`config.mk`:
```
export PLATFORM = sky130hd
export DESIGN_NAME = mmio_switch_led_port_flat
export DESIGN_NICKNAME = d
export VERILOG_FILES = /design/src/rtl/mmio_switch_led_port_pkg.sv /design/src/rtl/mmio_switch_led_port_if.sv /design/src/rtl/mmio_switch_led_port_switch_debouncer.sv /design/src/rtl/mmio_switch_led_port.sv /design/src/flat_wrapper.sv
export SDC_FILE = /design/constraint.sdc
export NUM_CORES = 1
export LEC_CHECK = 0
export ABC_AREA = 1
export CORE_MARGIN = 1
export CORE_UTILIZATION = 45
export CTS_CLUSTER_DIAMETER = 200
export DETAILED_ROUTE_END_ITERATION = 8
export PLACE_DENSITY = 0.77
export SYNTH_ARGS = -nofsm -noshare
export SYNTH_HDL_FRONTEND = slang
export SYNTH_HIERARCHICAL = 1
export SYNTH_SLANG_ARGS = --single-unit
```
`constraint.sdc`:
```
create_clock -name clock -period 1.5 [get_ports clock]
set_clock_uncertainty 0.05 [all_clocks]
set_input_delay 0.15 -clock clock [delete_from_list [all_inputs] [get_ports clock]]
set_output_delay 0.15 -clock clock [all_outputs]
set_load 0.1 [all_outputs]
```
`src/rtl/mmio_switch_led_port_pkg.sv`:
```
// Shared constants for the switch/LED MMIO port: bus width, default window, register offsets.
// Also holds the address decode helper used by the port.
package mmio_switch_led_port_pkg;

  localparam int          DATA_W         = 16;
  localparam logic [15:0] MMIO_BASE_ADDR = 16'hFF00;

  localparam logic [1:0] OFF_LED    = 2'd0;
  localparam logic [1:0] OFF_SWITCH = 2'd1;
  localparam logic [1:0] OFF_EDGE   = 2'd2;
  localparam logic [1:0] OFF_CFG    = 2'd3;

  typedef struct packed {
    logic       sel;
    logic [1:0] off;
    logic       wr;
  } bus_dec_t;

  // The window is four words, so the two low address bits select the register.
  function automatic bus_dec_t bus_decode(input logic [15:0] addr,
                                          input logic [15:0] base,
                                          input logic        we);
    bus_dec_t d;
    d.sel = ((addr >> 2) == (base >> 2));
    d.off = addr[1:0];
    d.wr  = d.sel && we;
    return d;
  endfunction

endpackage

```
`src/rtl/mmio_switch_led_port_if.sv`:
```
// CPU data-bus view seen by an MMIO responder: address/store strobe in, registered read data and hit out.
// The CPU side drives the master modport, the responder uses the slave modport.
interface mmio_switch_led_port_if
  import mmio_switch_led_port_pkg::*;
#(
  parameter int W = DATA_W
);

  logic [15:0]  bus_address;
  logic         bus_write_enable;
  logic [W-1:0] bus_write_data;
  logic [W-1:0] bus_read_data;
  logic         bus_hit;

  modport master (
    output bus_address, bus_write_enable, bus_write_data,
    input  bus_read_data, bus_hit
  );

  modport slave (
    input  bus_address, bus_write_enable, bus_write_data,
    output bus_read_data, bus_hit
  );

endinterface

```
`src/rtl/mmio_switch_led_port_switch_debouncer.sv`:
```
// Switch debouncer: 2-flop sync, prescaled sampling, per-bit agreement filter, rising-edge pulse.
// debounced changes only after two consecutive ticks agree; no backpressure, runs every cycle.
module mmio_switch_led_port_switch_debouncer
  import mmio_switch_led_port_pkg::*;
#(
  parameter int          WIDTH          = DATA_W,
  parameter logic [15:0] DEBOUNCE_RESET = 16'd50000
) (
  input  logic             clock,
  input  logic             reset,
  input  logic [WIDTH-1:0] switches_in,
  input  logic [15:0]      reload_val,
  input  logic             reload_stb,
  output logic [WIDTH-1:0] debounced,
  output logic [WIDTH-1:0] rise
);

  logic [WIDTH-1:0] sync1_q, sync1_d;
  logic [WIDTH-1:0] sync2_q, sync2_d;
  logic [WIDTH-1:0] sample_q, sample_d;
  logic [WIDTH-1:0] deb_q, deb_d;
  logic [WIDTH-1:0] prev_q, prev_d;
  logic [WIDTH-1:0] agree;
  logic [15:0]      cnt_q, cnt_d;
  logic [15:0]      reload_cnt;
  logic             tick;

  // Counting reload..0 gives a tick period of reload_val cycles; 0 is treated as 1.
  assign reload_cnt = (reload_val == 16'd0) ? 16'd0 : (reload_val - 16'd1);
  assign tick       = (cnt_q == 16'd0);
  assign agree      = ~(sync2_q ^ sample_q);

  always_comb begin
    sync1_d  = switches_in;
    sync2_d  = sync1_q;
    prev_d   = deb_q;
    sample_d = sample_q;
    deb_d    = deb_q;
    if (reload_stb || tick) begin
      cnt_d = reload_cnt;
    end else begin
      cnt_d = cnt_q - 16'd1;
    end
    if (tick) begin
      sample_d = sync2_q;
      deb_d    = (deb_q & ~agree) | (sync2_q & agree);
    end
  end

  always_ff @(posedge clock or negedge reset) begin
    if (!reset) begin
      sync1_q  <= '0;
      sync2_q  <= '0;
      sample_q <= '0;
      deb_q    <= '0;
      prev_q   <= '0;
      cnt_q    <= DEBOUNCE_RESET;
    end else begin
      sync1_q  <= sync1_d;
      sync2_q  <= sync2_d;
      sample_q <= sample_d;
      deb_q    <= deb_d;
      prev_q   <= prev_d;
      cnt_q    <= cnt_d;
    end
  end

  assign debounced = deb_q;
  assign rise      = deb_q & ~prev_q;

endmodule

```
`src/rtl/mmio_switch_led_port.sv`:
```
// MMIO LED/switch/edge-capture port, 1-cycle registered read; answers every cycle, no backpressure.
// MMIO_SWITCH_IRQ_EN turns offset 3 into IRQ_MASK, pins the debounce rate and drives a registered irq.
module mmio_switch_led_port
  import mmio_switch_led_port_pkg::*;
#(
  parameter int          WIDTH          = DATA_W,
  parameter logic [15:0] BASE_ADDR      = MMIO_BASE_ADDR,
  parameter logic [15:0] DEBOUNCE_RESET = 16'd50000
) (
  input  logic                  clock,
  input  logic                  reset,
  input  logic [WIDTH-1:0]      switches_in,
  mmio_switch_led_port_if.slave bus,
  output logic [WIDTH-1:0]      leds,
  output logic                  irq
);

  bus_dec_t         dec;
  logic             wr_led, wr_edge, wr_cfg;
  logic [WIDTH-1:0] led_q, led_d;
  logic [WIDTH-1:0] edge_q, edge_d;
  logic [WIDTH-1:0] rdata_q, rdata_d;
  logic             hit_q, hit_d;
  logic [WIDTH-1:0] clr_mask;
  logic [WIDTH-1:0] cfg_rd;
  logic [WIDTH-1:0] debounced, rise;
  logic [15:0]      reload_val;
  logic             reload_stb;

  assign dec     = bus_decode(bus.bus_address, BASE_ADDR, bus.bus_write_enable);
  assign wr_led  = dec.wr && (dec.off == OFF_LED);
  assign wr_edge = dec.wr && (dec.off == OFF_EDGE);
  assign wr_cfg  = dec.wr && (dec.off == OFF_CFG);

`ifdef MMIO_SWITCH_IRQ_EN
  logic [WIDTH-1:0] irq_mask_q, irq_mask_d;
  logic             irq_q, irq_d;

  always_comb begin
    irq_mask_d = wr_cfg ? bus.bus_write_data : irq_mask_q;
    irq_d      = |(edge_q & irq_mask_q);
  end

  always_ff @(posedge clock or negedge reset) begin
    if (!reset) begin
      irq_mask_q <= '0;
      irq_q      <= 1'b0;
    end else begin
      irq_mask_q <= irq_mask_d;
      irq_q      <= irq_d;
    end
  end

  assign reload_val = DEBOUNCE_RESET;
  assign reload_stb = 1'b0;
  assign cfg_rd     = irq_mask_q;
  assign irq        = irq_q;
`else
  logic [15:0] debounce_q, debounce_d;

  always_comb begin
    debounce_d = wr_cfg ? 16'(bus.bus_write_data) : debounce_q;
  end

  always_ff @(posedge clock or negedge reset) begin
    if (!reset) begin
      debounce_q <= DEBOUNCE_RESET;
    end else begin
      debounce_q <= debounce_d;
    end
  end

  // Feed the next value so a store restarts the prescaler with the new rate on the same edge.
  assign reload_val = debounce_d;
  assign reload_stb = wr_cfg;
  assign cfg_rd     = WIDTH'(debounce_q);
  assign irq        = 1'b0;
`endif

  mmio_switch_led_port_switch_debouncer #(
    .WIDTH          (WIDTH),
    .DEBOUNCE_RESET (DEBOUNCE_RESET)
  ) u_switch_debouncer (
    .clock       (clock),
    .reset       (reset),
    .switches_in (switches_in),
    .reload_val  (reload_val),
    .reload_stb  (reload_stb),
    .debounced   (debounced),
    .rise        (rise)
  );

  // Reads use the pre-edge register values, so a same-cycle store returns the old contents.
  always_comb begin
    clr_mask = wr_edge ? bus.bus_write_data : '0;
    led_d    = wr_led ? bus.bus_write_data : led_q;
    edge_d   = (edge_q & ~clr_mask) | rise;
    hit_d    = dec.sel;
    rdata_d  = '0;
    if (dec.sel) begin
      case (dec.off)
        OFF_LED:    rdata_d = led_q;
        OFF_SWITCH: rdata_d = debounced;
        OFF_EDGE:   rdata_d = edge_q;
        default:    rdata_d = cfg_rd;
      endcase
    end
  end

  always_ff @(posedge clock or negedge reset) begin
    if (!reset) begin
      led_q   <= '0;
      edge_q  <= '0;
      rdata_q <= '0;
      hit_q   <= 1'b0;
    end else begin
      led_q   <= led_d;
      edge_q  <= edge_d;
      rdata_q <= rdata_d;
      hit_q   <= hit_d;
    end
  end

  assign leds              = led_q;
  assign bus.bus_read_data = rdata_q;
  assign bus.bus_hit       = hit_q;

endmodule

```
`src/flat_wrapper.sv`:
```
// flat-port wrapper written by rule: the top's interface ports become plain ports
module mmio_switch_led_port_flat import mmio_switch_led_port_pkg::*;
#(
  parameter int          WIDTH          = DATA_W,
  parameter logic [15:0] BASE_ADDR      = MMIO_BASE_ADDR,
  parameter logic [15:0] DEBOUNCE_RESET = 16'd50000
)
  (clock, reset, switches_in, leds, irq, bus_bus_address, bus_bus_write_enable, bus_bus_write_data, bus_bus_read_data, bus_bus_hit);
  mmio_switch_led_port_if #(.W(16)) bus_i ();
  input  logic clock;
  input  logic reset;
  input  logic [WIDTH-1:0] switches_in;
  output logic [WIDTH-1:0] leds;
  output logic irq;
  input wire logic [$bits(bus_i.bus_address)-1:0] bus_bus_address;
  input wire logic [$bits(bus_i.bus_write_enable)-1:0] bus_bus_write_enable;
  input wire logic [$bits(bus_i.bus_write_data)-1:0] bus_bus_write_data;
  output wire logic [$bits(bus_i.bus_read_data)-1:0] bus_bus_read_data;
  output wire logic [$bits(bus_i.bus_hit)-1:0] bus_bus_hit;
  assign bus_i.bus_address = bus_bus_address;
  assign bus_i.bus_write_enable = bus_bus_write_enable;
  assign bus_i.bus_write_data = bus_bus_write_data;
  assign bus_bus_read_data = bus_i.bus_read_data;
  assign bus_bus_hit = bus_i.bus_hit;
  mmio_switch_led_port #(.WIDTH(WIDTH), .BASE_ADDR(BASE_ADDR), .DEBOUNCE_RESET(DEBOUNCE_RESET)) u_core (.clock(clock), .reset(reset), .switches_in(switches_in), .bus(bus_i), .leds(leds), .irq(irq));
endmodule
```
# Yosys cells after proc, flatten, opt, wreduce, memory -nomap -nowiden
# Index checks and enable logic that the tools add are counted.
# totals
register_bits	161
input_bits	51
# classes
add_sub_neg	2
bitwise	11
n_reduce_logical	8
eq_ne	4
muxes	6
# ops
cell	n
$mux W16	5
$and A16 B16 Y16	4
$not A16 Y16	4
$pmux W16 S3	1
$logic_not A16 Y1	2
$or A16 B16 Y16	2
$sub A16 B1 Y16 const B	2
$xor A16 B16 Y16	1
$eq A14 B14 Y1 const B	1
$eq A2 B2 Y1 const B	2
$logic_and A1 B1 Y1	4
$eq A2 B1 Y1 const B	1
$logic_not A2 Y1	1
$logic_or A1 B1 Y1	1

# Longest topological paths before layout
# Gate-level depths: netlist of run 1.
# logic_depth
word_depth	7
mapped_depth	16
ltp_nobuf	16

# Modules after synthesis
# The synthesis of run 1 kept the hierarchy.
# by_module_without_submodules
module	n_inst	seq_area_each_um2	area_each_um2	cells_per_inst
mmio_switch_led_port_switch_debouncer	1	2409.8	4025.1	430
mmio_switch_led_port	1	1634.1	3045.4	367

# Worst setup path after synthesis of run 1
# Ideal clock, no wire load.
# synth_path
path_type	in2reg
start	input bus_bus_address[7]
end	register u_core.u_switch_debouncer.cnt_q[11]
setup_slack_ps	-491
cell_stages	13
t_required_ps	1331
arrival_ps	1822
path_cell_list	nor2_1 nand3_1 nor2_4 nand4_4 buf_2 nand2_1 nand2_1 or2_4 nor2_4 nand3b_1 nand2_2 buf_6 o21ai_2
# synth_via
elab_chain_cells	7
word_cells_on_any_way	9
# synth_lines
element	line_no	text
from (decl)	flat_wrapper.sv:15	input wire logic [$bits(bus_i.bus_address)-1:0] bus_bus_address;
$eq A14 B14 Y1 *	mmio_switch_led_port_pkg.sv:24	d.sel = ((addr >> 2) == (base >> 2));
$logic_and A1 B1 Y1 *	mmio_switch_led_port_pkg.sv:26	d.wr = d.sel && we;
$logic_and A1 B1 Y1 *	mmio_switch_led_port.sv:33	assign wr_cfg = dec.wr && (dec.off == OFF_CFG);
$mux W16 *	mmio_switch_led_port.sv:62	debounce_d = wr_cfg ? 16'(bus.bus_write_data) : debounce_q;
net u_core.debounce_d[5]	mmio_switch_led_port.sv:59	logic [15:0] debounce_q, debounce_d;
$sub A16 B1 Y16 or $logic_not A16 Y1 (tied branches)	mmio_switch_led_port_switch_debouncer.sv:29	assign reload_cnt = (reload_val == 16'd0) ? 16'd0 : (reload_val - 16'd1);
$mux W16 *	mmio_switch_led_port_switch_debouncer.sv:29	
$mux W16 *	mmio_switch_led_port_switch_debouncer.sv:39	if (reload_stb || tick) begin
net u_core.u_switch_debouncer.cnt_d[11]	mmio_switch_led_port_switch_debouncer.sv:24	logic [15:0] cnt_q, cnt_d;
to (signal assigned)	mmio_switch_led_port_switch_debouncer.sv:64	cnt_q <= cnt_d;
to (decl)	mmio_switch_led_port_switch_debouncer.sv:24	
# The timed path passes the listed nets; every way through them passes the cells marked *.
# A chain may end at the register's enable or synchronous reset.

# Worst setup path in the final report of run 1
# layout_path
start	input bus_bus_address[7]
end	register u_core.u_switch_debouncer.cnt_q[9]
# layout_via
elab_chain_cells	7
word_cells_on_any_way	9
# layout_lines
element	line_no
$eq A14 B14 Y1	mmio_switch_led_port_pkg.sv:24
$logic_and A1 B1 Y1	mmio_switch_led_port_pkg.sv:26
$logic_and A1 B1 Y1	mmio_switch_led_port.sv:33
$mux W16	mmio_switch_led_port.sv:62
net u_core.debounce_d[10]	mmio_switch_led_port.sv:59
$logic_not A16 Y1	mmio_switch_led_port_switch_debouncer.sv:29
$mux W16	mmio_switch_led_port_switch_debouncer.sv:29
$mux W16	mmio_switch_led_port_switch_debouncer.sv:39
net u_core.u_switch_debouncer.cnt_d[9]	mmio_switch_led_port_switch_debouncer.sv:24
# The timed path passes the listed nets, and every way through them passes these cells.

==> results of run 1 <==
## area by class of cell
| cell class | instances | share of cell area (%) |
|---|---|---|
| Multi-Input combinational cell | 544 | 29.8 |
| Clock inverter | 12 | 0.915 |
| Tap cell | 211 | 2.41 |
| Clock buffer | 20 | 4.08 |
| Sequential cell | 161 | 37.0 |
| Inverter | 69 | 2.65 |
| Timing Repair Buffer | 234 | 23.1 |
## kinds of logic after synthesis
family,Yosys count
compound gates,82
flops,161
other cells,1
fa+ha+maj,3
xor+xnor,11
buf+inv,92
simple gates,447
## flip-flops by register name (all words and copies together), names as in the netlist, named ones only
signal,flops
u_core/u_switch_debouncer/prev_q,16
u_core/u_switch_debouncer/sample_q,16
u_core/u_switch_debouncer/cnt_q,16
u_core/u_switch_debouncer/sync2_q,16
u_core/bus.bus_read_data,16
u_core/bus.bus_hit,1
u_core/u_switch_debouncer/sync1_q,16
u_core/leds,16
u_core/edge_q,16
u_core/cfg_rd,16
## metrics by stage
| stage | setup slack [ps] | power [mW] | cell area (µm²) |
|---|---|---|---|
| floorplan | -393 | 7.14 | 7180 |
| detailed placement | -1030 | 8.47 | 9370 |
| global route | -381 | 13.7 | 10900 |
| CTS | -223 | 12.7 | 10500 |
| global placement | -961 | 8.31 | 9370 |
| finish | -321 | 13.0 | 10900 |
## placed cells by master, fill, tap and decap left out, types with 4 or more instances in the layout
master,instances
o22ai_1,5
buf_6,18
nand2_4,24
inv_1,57
nand3b_1,5
nor2_1,83
xnor2_1,6
a221oi_1,15
xor2_1,5
buf_4,123
buf_12,47
nand2_1,198
nand2_2,29
clkdlybuf4s50_1,32
nor2_2,21
inv_2,6
inv_6,5
clkbuf_16,18
o22ai_2,10
nand3_1,15
nand4_1,21
o21ai_2,12
o21ai_0,31
o21ai_1,4
nor2_4,41
dfrtp_1,149
dfstp_2,12
buf_2,7
## layer usage
layer	global-route usage, %	routed length (µm)
met1	30.6	8400
met2	45.6	11400
met3	5.15	1110
met4	11.8	747
met5	0	0
## power by group through the flow
stage	clock network (mW)	registers (mW)	logic, mW
floorplan	0	5.58	1.56
global placement	0	5.62	2.69
detailed placement	0	5.68	2.79
CTS	4.09	5.64	3.02
global route	4.30	5.75	3.61
finish	4.07	5.68	3.28
## final timing paths
path / start / end / slack [ps]
min: switches_in[6] / u_core/u_switch_debouncer/sync1_q[6] / 110
max reg2reg: u_core/cfg_rd[5] / u_core/u_switch_debouncer/cnt_q[10] / -130
max: bus_bus_address[7] / u_core/u_switch_debouncer/cnt_q[9] / -320
min in group asynchronous: reset / u_core/u_switch_debouncer/sync1_q[6] / 140
min reg2reg: u_core/u_switch_debouncer/sync1_q[4] / u_core/u_switch_debouncer/sync2_q[4] / 300
max in group asynchronous: reset / u_core/cfg_rd[4] / 650
## timing repair
action,4_1_cts,5_1_grt
endpoints found under the setup margin,47,61
setup buffers,20,19
gates resized for setup,152,109
hold endpoints to repair,149,0
hold buffers,1,0
gates cloned,4,2
pin swaps,25,74
==> results.cfg, run 1 <==
[layout]
drive_above_1_share_pct = 38.8
multi_input_area_mm2 = 0.00327
fillCellCount = 1016
fin_cells = 1251
syn_to_final_growth_pct = 54.8
postLayoutCoreUtil_pct = 71.7
seqCellArea_mm2 = 0.00404
diodes = 0
nNetsFinal = 1081

[setup_path]
critical-path-top-delay-family = simple AND/OR/NAND/NOR gates
cp-start-kind = input port
slowest_stage = buf_12
required_ps = 1800
worstPathMaxFanout = 7
r2r_cells = 11
critPathMaxStageDelay_ps = 200
crit_arrival_ps = 2120
end_kind = flip-flop
crit_chain = buf_8 -> nor2_4 -> nand3_2 -> nor2_4 -> nand4_4 -> buf_12 -> clkinv_8 -> clkbuf_16 -> nand2_2 -> nand2_4 -> nor2_4 -> inv_2 -> nor2_4 -> nand3b_1 -> nand2_4 -> buf_6 -> o21ai_2
path_common_cell = nor2_4
crit_type = input port to flip-flop
cp_num_buf_inv = 6
path_depth = 17

[synthesis]
yosysSeqAreaShare_pct = 57.2
synth_area_per_cell_um2 = 8.87
synth_xor_xnor_area_share_pct = 1.36
yosysWarnings = 6
synth_edf_count = 0
synth.distinct_cells = 35
synth_ff_type = dfrtp_1
synth_compound_area_share_pct = 7.52
synth_top_family_by_area = simple AND/OR/NAND/NOR gates
netlist_area_mm2 = 0.00707
synthArstFlopShare_pct = 100
synth_common_cells = 246 x nand2_1, 149 x dfrtp_1, 127 x nor2_1
synth_simple_gate_area_share_pct = 27.1
yosysMostFrequentCell = nand2_1
mappedNetlistNets = 851
ys_ff_latch = 161
yosys.area.top_type = dfrtp_1
synthTopCellsByArea = dfrtp_1 53%, nand2_1 13%, nor2_1 6.7%, dfstp_2 4.5%, inv_1 3.4%
netlist_instances = 797
synth_top_area_share_pct = 52.7
synth_fa_ha_area_share_pct = 0.531
synth.area.mux_share_pct = 0

[route]
wl_um = 21700
viasPerCell = 5.20
wl_per_cell_um = 17.3
ant_nets = 0
drtIter0Drc = 688
dr_total_vias = 6511
drt_first_pass_iters = 7
drcViolationCount = 0

[power]
switching_share_pct = 32.0
leakagePower_nw = 5.30
p_int_mw = 8.86
pwr-share-clk_pct = 31.2
pwr-share-comb_pct = 25.2
power_density_mw_per_mm2 = 1190
pwr-share-seq_pct = 43.6
peakVddDrop_v = 0.000820
p_switching_mw = 4.16

[placed_design]
dpl.cell_count = 1176
gp_congestion = 0.899
port_buffers = 83
dpl.hpwl_um = 13000

[global_route]
grt_overflow = 0
grt_max_degree = 50
grt_pass1_wl_um = 31900
antenna_found_initial = 0
grtUsageTotal_pct = 25.9
grt_pass1_vias = 6441

[run_status]
outcome = complete, but fails checks
violations = negative setup slack

[floorplanning]
start_util_pct = 46.3
ios = 85
die_width_um = 127
core-area_mm2 = 0.0153
rows = 45
die_h_um = 127
dieArea_mm2 = 0.0162

[worst_hold_path]
min_path_type = input port to flip-flop
min_path_cells = 1

[clocking]
cts_buffer_depth = 2
clkTransAtPathRegs_ps = 60
h-tree-depth = 4
numClockSinks = 161
cts_buffers = 17
clock_latency_ps = 430
cts-root-buf = clkbuf_16
cts_tree = yes

[sta]
min_period_ps = 1820
rsz0062_at_grt = yes
setup_ws_ps = -321
hold_viol = 0
fin_crit_sh_pct = 121
fmaxAchievable_mhz = 549
setup_viol = 39
hold_ws_ps = 109
maxSlewViolCount = 0
fin_setup_tns_ps = -4890

[run]
cap_violations = 0
(Power assumes the default switching activity.)
==> run 2: changes to the inputs <==
PLACE_DENSITY = unset   (was 0.77)
PLACE_DENSITY_LB_ADDON = 0.05   (was unset)
SLEW_MARGIN = 20   (was unset)
==> run 2 against run 1 <==
The run still ends with negative setup slack left. Clock power rose by 4%. Die area did not move. Sequential share of layout area rose by 0.36 points. Final area fell by 0.97%. Global-route usage fell by 0.68 points. Sequential power rose by 1%. Hold slack improved by 7.2 ps. Critical path depth fell by 4. Clock-buffer cell count fell by 1. Critical endpoint is now u_core/u_switch_debouncer/cnt_q[5]. Largest cell class unchanged.
==> results.cfg, run 2 (same netlist as run 1, synthesis figures left out) <==
[run_status]
outcome = complete, but fails checks
violations = negative setup slack

[power]
leakagePower_nw = 5.26
total_power_mw = 13.1
power_density_mw_per_mm2 = 1210
peakVddDrop_v = 0.00109

[placed_design]
dpl.cell_count = 1182
placed_area_mm2 = 0.00938
port_buffers = 83
pre_cts_slack_ps = -1070
dpl.hpwl_um = 13500
gp_congestion = 0.868

[global_route]
grt_max_degree = 42
grt_pass1_wl_um = 31400
grt_overflow = 0
grt_pass1_vias = 6219
grtUsageTotal_pct = 25.3
antenna_found_initial = 0

[setup_path]
r2r_cells = 9
crit_type = input port to flip-flop
worstPathMaxFanout = 7
required_ps = 1760
r2r_start = u_core/u_switch_debouncer/cnt_q[0]
reg2reg_setup_slack_ps = -90
crit_arrival_ps = 1900
end_kind = flip-flop
cp-start-kind = input port

[route]
routed-wl-met2_um = 10100
dr_wl_met3_um = 697
viasPerCell = 4.98
wl_per_cell_um = 15.9
dr_total_vias = 6209
drt-met1-wl_um = 8560
drt_first_pass_iters = 5
drtIter0Drc = 349
ant_nets = 0
wl_um = 19800
drcViolationCount = 0
highest_layer = met4

[clocking]
cts_tree = yes
cts-root-buf = clkbuf_16
cts_buffers = 17
clock_latency_ps = 420
clkTransAtPathRegs_ps = 70
cts_buffer_depth = 2
h-tree-depth = 4
numClockSinks = 161

[floorplanning]
rows = 45
core-area_mm2 = 0.0153
ios = 85
dieArea_mm2 = 0.0162
die_h_um = 127
start_util_pct = 46.3
die_width_um = 127

[sta]
hold_ws_ps = 116
rsz0062_at_grt = yes
fmaxAchievable_mhz = 608
fin_crit_sh_pct = 110
setup_ws_ps = -144
fin_setup_tns_ps = -3420
hold_viol = 0
maxSlewViolCount = 0
setup_viol = 43
min_period_ps = 1640

[layout]
fin_area_mm2 = 0.0108
syn_to_final_growth_pct = 53.2
layout_common_cells = 212 x nand2_1, 149 x dfrtp_1, 120 x buf_4
diodes = 0
postLayoutCoreUtil_pct = 71.0
final_common_cell = nand2_1
drive_above_1_share_pct = 37.7
nNetsFinal = 1076
fin_cells = 1246

[worst_hold_path]
hp-start = switches_in[11]
min_path_type = input port to flip-flop
hold_end = u_core/u_switch_debouncer/sync1_q[11]
min_path_cells = 1

[run]
cap_violations = 0
==> run 2: repair_timing <==
action                     in CTS  in global routing
cloned                          4                  3
setup endpoints to repair      48                 48
hold endpoints to repair      149                  0
gates resized for setup       163                 73
hold buffers                    1                  0
buffers inserted               18                  6
pin swaps                      38                 29
==> run 2: layer usage <==
metal,GRT usage [%],vias up
met2,43.4,146
met1,33.3,3034
met4,6.37,0
li1,-,3000
met3,4.27,29
met5,0,-
==> run 2: worst max-delay path, cell delays in order <==
cell and delay [ps]:
buf_6 80, nand2_4 50, nor3_4 260, nand4_4 230, buf_6 190, nand2_4 50
nand2_4 70, or2_4 260, nor2_4 110, nand3b_1 130, nand2_4 140, buf_6 130
o21ai_2 50
==> run 2: layout make-up <==
| type | instances | area [µm²] |
|---|---|---|
| multi-input combinational | 545 | 3180 |
| clock buffer | 19 | 433 |
| sequential | 161 | 4040 |
| clock inverter | 13 | 140 |
| tap | 211 | 264 |
| fill | 1146 | 4420 |
| timing repair buffer | 228 | 2480 |
| inverter | 69 | 285 |
==> run 2: report_power, final <==
part	switching, mW	internal (mW)	leakage (nW)
sequential	0.606	5.14	1.96
clock	1.86	2.36	0.281
combinational	1.63	1.51	3.02
==> run 2: how the worst max path moves through the flow <==
stage                        startpoint                                  end  slack [ps]  cells after the start
floorplan            bus_bus_address[7]  u_core/u_switch_debouncer/cnt_q[11]        -390                     14
CTS                  bus_bus_address[4]   u_core/u_switch_debouncer/cnt_q[5]        -140                     15
global placement     bus_bus_address[7]   u_core/u_switch_debouncer/cnt_q[5]       -1020                     15
finish              bus_bus_address[13]   u_core/u_switch_debouncer/cnt_q[5]        -140                     13
global route        bus_bus_address[13]   u_core/u_switch_debouncer/cnt_q[5]        -230                     13
detailed placement   bus_bus_address[7]   u_core/u_switch_debouncer/cnt_q[5]       -1070                     14
==> run 3: changes to the inputs <==
CTS_BUF_LIST = sky130_fd_sc_hd__clkbuf_2 sky130_fd_sc_hd__clkbuf_4 sky130_fd_sc_hd__clkbuf_8   (was unset)
==> run 3 against run 2 <==
The flow still finishes with violations (negative setup slack). Die area unchanged. Critical path type unchanged. Non-clock buffer count is the same. Global-route usage fell by 0.35 points. Largest power group unchanged. Clock power decreased by 25%. First-iteration DRC count down 20%. Final area decreased by 1.8%. Via count decreased by 0.61%. Routed wire length shrank 1.2%. Final cell count is the same. Hold slack worse by 39 ps.
==> results.cfg, run 3 (same netlist as run 1, synthesis figures left out) <==
[global_route]
antenna_found_initial = 0
grt_overflow = 0
grt_max_degree = 42
grtUsageTotal_pct = 24.9
grt_pass1_vias = 6181
grt_pass1_wl_um = 31000

[clocking]
numClockSinks = 161
cts-root-buf = clkbuf_8
h-tree-depth = 4
cts_buffers = 17
clkTransAtPathRegs_ps = 90
cts_tree = yes
cts_buffer_depth = 2
clock_latency_ps = 450

[power]
peakVddDrop_v = 0.00105
leakagePower_nw = 5.16
power_density_mw_per_mm2 = 1140
p_int_mw = 8.09
total_power_mw = 12.1
pwr-share-comb_pct = 26.5
switching_share_pct = 33.0
pwr-share-clk_pct = 26.2
p_switching_mw = 3.99
pwr-share-seq_pct = 47.3

[run_status]
outcome = complete, but fails checks
violations = negative setup slack

[route]
wl_um = 19500
drcViolationCount = 0
drt_first_pass_iters = 5
ant_nets = 0
highest_layer = met4
viasPerCell = 4.95
wl_per_cell_um = 15.7
drtIter0Drc = 278
dr_wl_met3_um = 689
drt-met1-wl_um = 8450
dr_total_vias = 6171
routed-wl-met2_um = 10100

[sta]
setup_ws_ps = -130
rsz0062_at_grt = yes
fin_setup_tns_ps = -2180
fmaxAchievable_mhz = 614
setup_viol = 42
fin_crit_sh_pct = 109
hold_ws_ps = 77.1
hold_viol = 0
maxSlewViolCount = 0
min_period_ps = 1630

[worst_hold_path]
min_path_type = input port to flip-flop
hp-start = switches_in[5]

[placed_design]
port_buffers = 83
gp_congestion = 0.868
dpl.cell_count = 1182
dpl.hpwl_um = 13500
pre_cts_slack_ps = -1070

[setup_path]
required_ps = 1790
crit_arrival_ps = 1920
worstPathMaxFanout = 11
reg2reg_setup_slack_ps = -80
end_kind = flip-flop
crit_type = input port to flip-flop
critPathLaunch = bus_bus_address[1]
r2r_start = u_core/cfg_rd[2]
cp-start-kind = input port

[layout]
fillCellCount = 1165
fin_cells = 1246
syn_to_final_growth_pct = 50.5
nNetsFinal = 1076
diodes = 0
layout_common_cells = 205 x nand2_1, 148 x dfrtp_1, 118 x buf_4
drive_above_1_share_pct = 38.3
final_common_cell = nand2_1

[floorplanning]
start_util_pct = 46.3
core-area_mm2 = 0.0153
die_h_um = 127
rows = 45
die_width_um = 127
ios = 85
dieArea_mm2 = 0.0162

[run]
cap_violations = 0
run 3: changes by cell type in the layout (fill, tap and decap cells not counted), sizes merged:
cell	previous run	this run
dlygate4sd2	0	1
clkbuf	25	24
run 3: repair_timing:
action                                  CTS  global route
hold buffers                              1             0
endpoints found under the hold margin   149             0
gates cloned                              4             2
setup buffers                            18             8
gates resized for setup                 160            77
endpoints found under the setup margin   48            48
pin swaps                                35            17
run 3: critical path, stage by stage:
cell and delay (ps):
clkdlybuf4s15_1 220, nand2_2 100, inv_2 70, nand4_4 160
clkinv_4 120, buf_12 160, nand2_2 70, nand2_4 80
or2_4 240, nor2_4 90, nand3b_1 130, nand2_4 140
buf_6 130, o21ai_2 60
run 3: power by group through the flow:
stage / combinational [mW] / clock [mW] / sequential, mW
after floorplan: 1.56 / 0 / 5.58
after global placement: 2.64 / 0 / 5.64
after detailed placement: 2.74 / 0 / 5.68
after CTS: 3.04 / 3.25 / 5.63
after global routing: 3.59 / 3.42 / 5.81
final: 3.20 / 3.17 / 5.71
run 3: metal layers:
layer	global-route usage, %	vias up
met5	0	-
met2	42.5	143
li1	-	2989
met4	7.42	0
met3	3.85	20
met1	32.8	3019
run 3: cell type report:
type                       instances  area (µm²)  area share (%)
sequential                       161        4050            38.0
multi-input combinational        545        3180            29.9
timing repair buffer             228        2480            23.3
inverter                          69         280            2.63
tap                              211         264            2.48
clock buffer                      19         249            2.34
clock inverter                    13         140            1.32
run 3: final timing paths:
kind,to,cells after the start
worst max-delay path,u_core/u_switch_debouncer/cnt_q[5],14
worst min-delay path,u_core/u_switch_debouncer/sync1_q[5],1
worst max register to register,u_core/u_switch_debouncer/cnt_q[5],9
worst min register to register,u_core/u_switch_debouncer/sync2_q[3],0
max in group asynchronous,u_core/cfg_rd[14],3
min in group asynchronous,u_core/u_switch_debouncer/sync2_q[1],2
run 3: metrics by stage:
step / utilization, % / cell area (µm²)
2_1_floorplan: - / 7180
3_3_place_gp: 61.5 / 9380
3_5_place_dp: 61.5 / 9380
6_report: 69.7 / 10600
5_1_grt: 69.7 / 10600
4_1_cts: 67.4 / 10300
